===== config.mk =====
export PLATFORM = sky130hd
export DESIGN_NAME = ctrl_pipe
export DESIGN_NICKNAME = d
export VERILOG_FILES = /design/src/rtl/ctrl_pipe.sv
export SDC_FILE = /design/constraint.sdc
export NUM_CORES = 1
export LEC_CHECK = 0
export BUFFER_PORTS_ARGS = -buffer_cell sky130_fd_sc_hd__buf_2
export CORE_ASPECT_RATIO = 1.4
export CORE_UTILIZATION = 46
export CTS_BUF_LIST = sky130_fd_sc_hd__clkbuf_16
export DETAILED_ROUTE_END_ITERATION = 8
export PLACE_DENSITY = 0.81
export REMOVE_ABC_BUFFERS = 1
export SYNTH_ARGS = -nofsm -noshare
export SYNTH_HDL_FRONTEND = slang
export SYNTH_SLANG_ARGS = --single-unit

===== constraint.sdc =====
create_clock -name clk -period 1.85 [get_ports clk]
set_input_delay 0.37 -clock clk [delete_from_list [all_inputs] [get_ports clk]]
set_output_delay 0.37 -clock clk [all_outputs]
set_load 0.05 [all_outputs]

===== src/rtl/ctrl_pipe.sv =====
// Control-side pipeline registers EX/MEM/WB, with load-use stall, taken-branch flush
// and EX-stage operand forwarding select generation.
module ctrl_pipe (
    input  logic        clk,
    input  logic        reset,
    input  logic [17:0] id_ctrl,
    input  logic        id_valid,
    input  logic [3:0]  id_rd,
    input  logic [3:0]  id_rs_a,
    input  logic [3:0]  id_rs_b,
    input  logic        id_use_a,
    input  logic        id_use_b,
    output logic [17:0] ex_ctrl,
    output logic [17:0] mem_ctrl,
    output logic [17:0] wb_ctrl,
    output logic [3:0]  mem_dst,
    output logic [3:0]  wb_dst,
    output logic [1:0]  fwd_a,
    output logic [1:0]  fwd_b,
    output logic        stall,
    output logic        flush
);

    localparam int unsigned BR_BIT    = 17;
    localparam int unsigned MREAD_BIT = 15;
    localparam int unsigned RW_BIT    = 14;
    localparam int unsigned RDST_BIT  = 13;

    localparam logic [3:0] LR_REG = 4'd14;
    localparam logic [3:0] PC_REG = 4'd15;

    localparam logic [1:0] FWD_RF  = 2'b00;
    localparam logic [1:0] FWD_MEM = 2'b01;
    localparam logic [1:0] FWD_WB  = 2'b10;

    logic [17:0] id_clean;
    logic [3:0]  id_dst;
    logic [3:0]  ex_dst;
    logic [3:0]  ex_rs_a;
    logic [3:0]  ex_rs_b;
    logic        ex_use_a;
    logic        ex_use_b;
    logic        load_use;
    logic        ex_kill;

    // Don't-care fields may arrive as X; only a definite 1 is kept.
    always_comb begin
        id_clean = '0;
        for (int unsigned i = 0; i < 18; i++) begin
            id_clean[i] = (id_ctrl[i] === 1'b1);
        end
    end

    assign id_dst = id_clean[RDST_BIT] ? LR_REG : id_rd;

    assign load_use = ex_ctrl[MREAD_BIT] & ex_ctrl[RW_BIT] & id_valid &
                      ((id_use_a & (id_rs_a == ex_dst)) |
                       (id_use_b & (id_rs_b == ex_dst)));

    // A taken branch wins over a load-use stall; the ID instruction is wrong-path anyway.
    assign flush   = ex_ctrl[BR_BIT];
    assign stall   = load_use & ~flush;
    assign ex_kill = flush | stall | ~id_valid;

    function automatic logic [1:0] fwd_sel(
        input logic        use_src,
        input logic [3:0]  rs,
        input logic [17:0] m_ctrl,
        input logic [3:0]  m_dst,
        input logic [17:0] w_ctrl,
        input logic [3:0]  w_dst
    );
        logic [1:0] sel;
        sel = FWD_RF;
        if (use_src && (rs != PC_REG)) begin
            if (m_ctrl[RW_BIT] && !m_ctrl[MREAD_BIT] && (m_dst == rs)) begin
                sel = FWD_MEM;
            end else if (w_ctrl[RW_BIT] && (w_dst == rs)) begin
                sel = FWD_WB;
            end
        end
        return sel;
    endfunction

    assign fwd_a = fwd_sel(ex_use_a, ex_rs_a, mem_ctrl, mem_dst, wb_ctrl, wb_dst);
    assign fwd_b = fwd_sel(ex_use_b, ex_rs_b, mem_ctrl, mem_dst, wb_ctrl, wb_dst);

    always_ff @(posedge clk) begin
        if (reset) begin
            ex_ctrl  <= '0;
            ex_dst   <= '0;
            ex_rs_a  <= '0;
            ex_rs_b  <= '0;
            ex_use_a <= 1'b0;
            ex_use_b <= 1'b0;
            mem_ctrl <= '0;
            mem_dst  <= '0;
            wb_ctrl  <= '0;
            wb_dst   <= '0;
        end else begin
            if (ex_kill) begin
                ex_ctrl  <= '0;
                ex_dst   <= '0;
                ex_rs_a  <= '0;
                ex_rs_b  <= '0;
                ex_use_a <= 1'b0;
                ex_use_b <= 1'b0;
            end else begin
                ex_ctrl  <= id_clean;
                ex_dst   <= id_dst;
                ex_rs_a  <= id_rs_a;
                ex_rs_b  <= id_rs_b;
                ex_use_a <= id_use_a;
                ex_use_b <= id_use_b;
            end
            mem_ctrl <= ex_ctrl;
            mem_dst  <= ex_dst;
            wb_ctrl  <= mem_ctrl;
            wb_dst   <= mem_dst;
        end
    end

endmodule


* Word-level counts from Yosys, hierarchy flattened *
Index checks and enable logic that the tools add are counted.

word-level totals
  flip-flop bits (word level) = 76
  input port bits = 35
  output and inout bits = 68
  word-level logic and storage cells = 65

cells by class
  eq/ne operators = 26
  muxes and demuxes = 7
  bitwise logic cells = 11
  reduce and logical (&&, ||, !) cells = 10

operators with widths
  kind                                           count
  equality test 4 bit                            6
  === test 1 bit (second input constant)         18
  two-way mux 2 bit                              6
  inequality test 4 bit (second input constant)  2
  logical AND 1 bit                              7
  AND 1 bit                                      6
  two-way mux 4 bit                              1
  OR 1 bit                                       3
  OR reduction 3 bit                             1
  NOT 1 bit                                      2
  OR reduction 2 bit                             1
  logical NOT 1 bit                              1

* Logic depth before layout (Yosys ltp) *
Gate-level depths: netlist of the first run.

  depth after elaboration = 8
  mapped depth = 5

* Least setup slack after synthesis of the first run *
Ideal clock, no wire load.

  path kind = reg-to-output
  start = register mem_dst[0]
  end = output port fwd_a[1]
  data arrival time = 2.499 ns
  slack = -1.019 ns
  cell stages (with the launch flop) = 4
  path buffers = 0
  cell sequence = dfxtp_1 -> xor2_1 -> nor3_1 -> nor4_1

on the way
  longest elaborated chain between the ends = 4

ends and longest elaborated chain
  what                    line  RTL
  start, declared         16    output logic [3:0] mem_dst,
  start signal, assigned  117   mem_dst <= ex_dst;
  equality test 4 bit     76    if (m_ctrl[RW_BIT] && !m_ctrl[MREAD_BIT] && (m_dst == rs)) begin
  logical AND 1 bit       76
  two-way mux 2 bit       76
  two-way mux 2 bit       75    if (use_src && (rs != PC_REG)) begin
  end, declared           18    output logic [1:0] fwd_a,

No other way between the ends.

* Worst setup path after layout of the first run *
  start = register ex_dst[3]
  end = output port stall

on the way
  longest elaborated chain between the ends = 5
  elaborated cells between the ends (all ways) = 7

ends and longest elaborated chain
  what                                    line    RTL
  start, declared                         38      logic [3:0] ex_dst;
  start signal, assigned                  110     ex_dst <= id_dst;
  equality test 4 bit (on tied branches)  57, 58
  AND 1 bit (on tied branches)            57, 58
  OR 1 bit (*)                            57      ((id_use_a & (id_rs_a == ex_dst)) |
  AND 1 bit (*)                           56      assign load_use = ex_ctrl[MREAD_BIT] & ex_ctrl[RW_BIT] & id_valid &
  AND 1 bit (*)                           62      assign stall = load_use & ~flush;
  end, declared                           20      output logic stall,

Every way passes the cells marked *; elsewhere a longest branch is shown, timed or not.

==> results of run 1 <==
routing by layer:
metal / part of all wire [%] / up-vias
li1: - / 906
met1: 36 / 823
met2: 56 / 62
met3: 5.7 / 10
met4: 2.0 / 0
met5: 0 / -
stage by stage:
stage,setup WS (ns),total power (W),util (%),area [sq um],hold WS [ns]
2_1_floorplan,-1.02,0.00197,-,2390,0.442
3_3_place_gp,-0.0653,0.00208,60.7,3010,0.439
3_5_place_dp,-0.0562,0.00209,60.7,3010,0.445
4_1_cts,-0.128,0.00380,68.0,3370,0.230
5_1_grt,-0.208,0.00392,70.9,3510,0.225
6_report,-0.0866,0.00379,70.9,3510,0.240
how the worst min path moves through the flow:
stage | from | to | cells after the start
CTS | id_ctrl[8] | ex_ctrl[8] | 2
global route | id_ctrl[7] | ex_ctrl[7] | 2
finish | id_ctrl[8] | ex_ctrl[8] | 2
floorplan | reset | mem_ctrl[0] | 1
detailed placement | ex_ctrl[10] | mem_ctrl[10] | 1
global placement | mem_ctrl[2] | wb_ctrl[2] | 1
cell families after synthesis:
family	count (synthesis)	synth area share, %
and+or+nand+nor	101	25.1
AOI/OAI and AO/OA	5	1.75
buffers and inverters	9	1.70
DFF	76	62.8
xor gates and xnor gates	24	8.67
final cells by class:
type	instances	area, sq um	area share, %
timing repair buffer	111	594	16.9
sequential	76	1560	44.4
multi-input combinational	130	977	27.8
clock buffer	9	225	6.41
tap	64	80.1	2.28
clock inverter	7	73.8	2.10
inverter	1	3.75	0.107
sequential cells by signal (all words and copies together) (netlist names):
signal	flops
wb_dst	4
ex_ctrl	18
ex_dst	4
ex_use_a	1
mem_ctrl	18
wb_ctrl	18
ex_rs_b	4
mem_dst	4
ex_use_b	1
ex_rs_a	4
where the power goes:
group	switching [W]	internal, W
Clock	0.000662	0.00105
Sequential	0.0000374	0.00168
Combinational	0.000234	0.000130
cell usage in the layout, fill, tap and decap left out, drive strengths merged:
master / count
and2: 29
clkinvlp: 3
nor3: 2
a21oi: 1
nand4: 2
and3b: 1
a221oi: 1
inv: 3
o21a: 3
nand3: 6
nor2: 4
xor2: 9
bufinv: 1
clkbuf: 9
nor4: 6
nor2b: 44
nand2b: 1
clkinv: 1
buf: 111
nand2: 6
xnor2: 15
dfxtp: 76
repair_timing:
| item | CTS | global route |
|---|---|---|
| pin swaps | 8 | 9 |
| buffers inserted | 3 | 2 |
| cloned | 0 | 0 |
| gates resized for setup | 16 | 35 |
| endpoints found under the setup margin | 5 | 32 |
cells in the mapped netlist (all sizes together):
| library cell | number |
|---|---|
| a21oi | 1 |
| a221oi | 1 |
| and2 | 29 |
| and3b | 1 |
| buf | 1 |
| clkbuf | 7 |
| dfxtp | 76 |
| inv | 1 |
| nand2 | 6 |
| nand2b | 1 |
| nand3 | 6 |
| nand4 | 2 |
| nor2 | 4 |
| nor2b | 44 |
| nor3 | 2 |
| nor4 | 6 |
| o21a | 3 |
| xnor2 | 15 |
| xor2 | 9 |
worst max-delay path, cell delays in order, from the launching register on:
cell and delay, ns:
dfxtp_2 0.33, xor2_1 0.14, nor4_2 0.34, nand2_1 0.11, a21oi_2 0.14, buf_6 0.17
==> summary.txt, run 1 <==
Status
  • Status: finished, violations left
  • Violated checks: setup timing

Worst setup path
  • Worst R2R End: ex_use_a
  • Crit Path Max Fanout: 3
  • R2R depth: 6
  • Critical Path Sink: stall
  • Reg2reg start: ex_dst[2]
  • Crit path DAT: 1.57 ns
  • Crit end category: output port
  • Crit path kind: flop to output port
  • R2r setup slk: 0.09 ns
  • Critical Path Source: ex_dst[3]
  • CP startpoint kind: flop
  • WP data required: 1.48 ns

Hold path
  • Hold WC Path Type: input port to flop

Die
  • Core area: 4950 sq um
  • Num ports: 103
  • Die Y: 87.9 um
  • Area of the die: 5570 sq um
  • Chip Width: 63.3 um
  • Initial core utilization: 48.9%
  • Num rows: 30

Timing
  • Final-report setup violation count: 3
  • Setup ws final: -0.0866 ns
  • Final TNS setup: -0.189 ns
  • Slew Limit Fails: 0
  • Period utilisation layout: 105%
  • Unrepaired setup endpoints after global routing: yes
  • Clock Skew: 0.00776 ns
  • Final Hold Violating Endpoints: 0
  • Clock period minus worst slack: 1.94 ns
  • Max-slew headroom: 62.1%
  • Pin slew with the least headroom to its limit: 0.569 ns
  • Maximum clock rate: 0.516 GHz

Global routing
  • Largest net degree at the start of global routing: 45
  • Overflow after GRT: 0
  • GR Util met3: 7.42%
  • Initial antenna violation count: 0
  • Vias in the first global route: 1745
  • GR peak layer: met2
  • First-pass GRT wire length: 7630 um
  • M2 GR Usage: 32.2%
  • GR Layer Usage met1: 18.0%
  • Total GRT Usage: 18.5%

Drt
  • # DRC: 0
  • First DRT Iteration DRCs: 33
  • Routed WL: 5270 um
  • Via count: 1801
  • Vias/cell: 4.53
  • Avg WL per Cell: 13.2 um
  • ANT nets after route: 0
  • TritonRoute pass-1 iters: 4

Synth
  • Sequential area share after synthesis: 62.8%
  • Synthesis Warnings: 0
  • Post-Syn Area: 2420 sq um
  • Yosys reg bits: 76
  • Post-Synthesis Mean Instance Area: 11.3 sq um
  • Leading post-synthesis cells by cell area: dfxtp_1, nor2b_1, and2_1
  • Synth top area share: 62.8%
  • Post-synth top area cell: dfxtp_1
  • Netlist cell types: 22
  • Post-Synthesis Cells: 215

Clocking
  • Worst-path clk slew: 0.06 ns
  • Clock latency on the worst-skew pair: 0.33 ns
  • CTS sink cnt: 76
  • CTS root buf: clkbuf_16
  • CTS H-tree depth: 3
  • CTS tree: done
  • Clock Tree Buf Depth: 2
  • CTS buffer count: 9
  • Hold_buf cts: 0

Placed design
  • Placed insts: 377
  • Placer Congestion: 0.781
  • Port Buffers: 102
  • Final HPWL DP: 3680 um

Final layout
  • Syn-to-layout area delta: 45.0%
  • Final nets: 364
  • Antenna diodes: 0
  • Filler cell count: 382
  • Share of cells above drive strength 1: 49.4%
  • Fin cells: 398

Power and ir drop
  • LEAKAGE: 1.65 nW
  • Cell Pwr Density: 1080 nW/um^2
  • VDD IR max: 0.907 mV

Flow run
  • # Max-Cap Violations: 0
Note: power is estimated with default switching activity, not from simulation.
==> run 2: changes to the inputs <==
CORE_UTILIZATION = 30   (was 46)
PLACE_DENSITY = 0.59   (was 0.81)
==> summary.txt, run 2 (synthesis results as in run 1) <==
Hold path
  • Min-delay src: id_ctrl[10] (was id_ctrl[8])
  • Hold WC Path Type: input port to flop (unchanged)
  • Min-Delay Path Depth: 2 (unchanged)

Final layout
  • Most frequent cells in the layout: buf_2, dfxtp_1, nor2b_1 (unchanged)
  • Top flop regs: ex_ctrl x18, mem_ctrl x18, wb_ctrl x18 (unchanged)
  • Antenna diodes: 0 (unchanged)
  • Share of cells above drive strength 1: 49.1% (was 49.4%)
  • Post-layout util: 45.7% (was 70.9%)
  • Syn-to-layout area delta: 46.9% (was 45.0%)
  • Commonest non-fill, non-tap cell in the layout: buf_2 (unchanged)
  • Filler cell count: 779 (was 382)
  • Fin cells: 432 (was 398)
  • Final nets: 362 (was 364)

Drt
  • Via count: 1774 (was 1801)
  • Routed WL: 5400 um (was 5270 um)
  • First DRT Iteration DRCs: 62 (was 33)
  • Avg WL per Cell: 12.5 um (was 13.2 um)
  • # DRC: 0 (unchanged)
  • ANT nets after route: 0 (unchanged)
  • Vias/cell: 4.11 (was 4.53)
  • TritonRoute pass-1 iters: 4 (unchanged)

Worst setup path
  • Reg2reg start: ex_dst[2] (unchanged)
  • Critical Path Source: ex_dst[0] (was ex_dst[3])
  • Crit path kind: flop to output port (unchanged)
  • R2R depth: 6 (unchanged)
  • CP startpoint kind: flop (unchanged)
  • WP data required: 1.48 ns (about the same)
  • Crit Path Max Fanout: 2 (was 3)
  • Crit end category: output port (unchanged)
  • Crit path DAT: 1.64 ns (was 1.57 ns)

Power and ir drop
  • Cell Pwr Density: 1060 nW/um^2 (was 1080 nW/um^2)
  • LEAKAGE: 1.65 nW (about the same)
  • VDD IR max: 0.555 mV (was 0.907 mV)

Placed design
  • Final HPWL DP: 3920 um (was 3680 um)
  • Placed insts: 413 (was 377)
  • Placer Congestion: 0.817 (was 0.781)
  • Port Buffers: 102 (unchanged)

Die
  • Chip Width: 78.0 um (was 63.3 um)
  • Num ports: 103 (unchanged)
  • Die Y: 108 um (was 87.9 um)
  • Core area: 7800 sq um (was 4950 sq um)
  • Num rows: 38 (was 30)
  • Area of the die: 8450 sq um (was 5570 sq um)
  • Initial core utilization: 31.1% (was 48.9%)

Clocking
  • Worst-path clk slew: 0.06 ns (about the same)
  • CTS buffer count: 9 (unchanged)
  • Hold_buf cts: 0 (unchanged)
  • CTS sink cnt: 76 (unchanged)
  • CTS tree: done (unchanged)
  • CTS H-tree depth: 3 (unchanged)
  • Clock Tree Buf Depth: 2 (unchanged)
  • Clock latency on the worst-skew pair: 0.33 ns (about the same)
  • CTS root buf: clkbuf_16 (unchanged)

Timing
  • Final-report setup violation count: 1 (was 3)
  • Slew Limit Fails: 0 (unchanged)
  • Final Hold Violating Endpoints: 0 (unchanged)
  • Setup ws final: -0.164 ns (was -0.0866 ns)
  • Unrepaired setup endpoints after global routing: yes (unchanged)
  • Clock period minus worst slack: 2.01 ns (was 1.94 ns)
  • Maximum clock rate: 0.497 GHz (was 0.516 GHz)
  • Clock Skew: 0.00622 ns (was 0.00776 ns)
  • Pin slew with the least headroom to its limit: 0.449 ns (was 0.569 ns)
  • Max-slew headroom: 70.0% (was 62.1%)
  • Period utilisation layout: 109% (was 105%)

Global routing
  • Initial antenna violation count: 0 (unchanged)
  • Total GRT Usage: 12.8% (was 18.5%)
  • Overflow after GRT: 0 (unchanged)
  • Vias in the first global route: 1634 (was 1745)
  • Largest net degree at the start of global routing: 45 (unchanged)
  • First-pass GRT wire length: 7920 um (was 7630 um)

Status
  • Status: finished, violations left (unchanged)
  • Violated checks: setup timing (unchanged)

Flow run
  • # Max-Cap Violations: 0 (unchanged)
## run 2: final timing paths
path,endpoint,slack [ns]
setup / recovery,stall,-0.16
hold / removal,ex_ctrl[10],0.24
setup reg to reg,ex_rs_a[2],0.19
hold reg to reg,wb_ctrl[12],0.46
## run 2: critical path: stages, from the launching register on
cell and delay (ns):
dfxtp_4 0.35, xor2_2 0.15, nor4_4 0.35, nand2_1 0.11
a21oi_2 0.18, buf_6 0.18
## run 2: power by group
part | switching, W | internal, W | total, W
registers | 0.0000359 | 0.00168 | 0.00172
logic | 0.000237 | 0.000128 | 0.000364
clock network | 0.000645 | 0.00104 | 0.00168
total | 0.000918 | 0.00285 | 0.00377
## run 2: timing repair
action | in CTS | in global routing
pin swaps | 10 | 11
gates cloned | 0 | 0
resized for setup | 26 | 26
setup buffers | 2 | 1
setup endpoints to repair | 5 | 5
## run 2: layer usage
metal  global-route usage [%]  up-vias  wire length, um
li1                         -      901                -
met1                     13.5      806             2120
met2                     21.6       53             2890
met3                     4.47       14              221
met4                     8.33        0              171
met5                        0        -                0
## run 2: area by class of cell
| class | count | area, sq um | area share (%) |
|---|---|---|---|
| multi-input cells | 130 | 981 | 27.6 |
| clock inverters | 7 | 67.6 | 1.90 |
| flip-flops and latches | 76 | 1570 | 44.0 |
| clock buffers | 9 | 225 | 6.33 |
| inverters | 1 | 3.75 | 0.105 |
| repair buffers | 109 | 592 | 16.6 |
| well taps | 100 | 125 | 3.51 |
## run 2: metrics by stage
| step | area [sq um] | power [W] | worst slack, ns | hold WS (ns) | setup TNS [ns] |
|---|---|---|---|---|---|
| final | 3560 | 0.00377 | -0.164 | 0.238 | -0.164 |
| after global routing | 3560 | 0.00392 | -0.222 | 0.229 | -0.288 |
| after CTS | 3450 | 0.00380 | -0.188 | 0.225 | -0.194 |
| after detailed placement | 3060 | 0.00210 | -0.113 | 0.447 | -0.113 |
| after global placement | 3060 | 0.00210 | -0.104 | 0.438 | -0.104 |
| after floorplan | 2390 | 0.00197 | -1.02 | 0.442 | -6.70 |
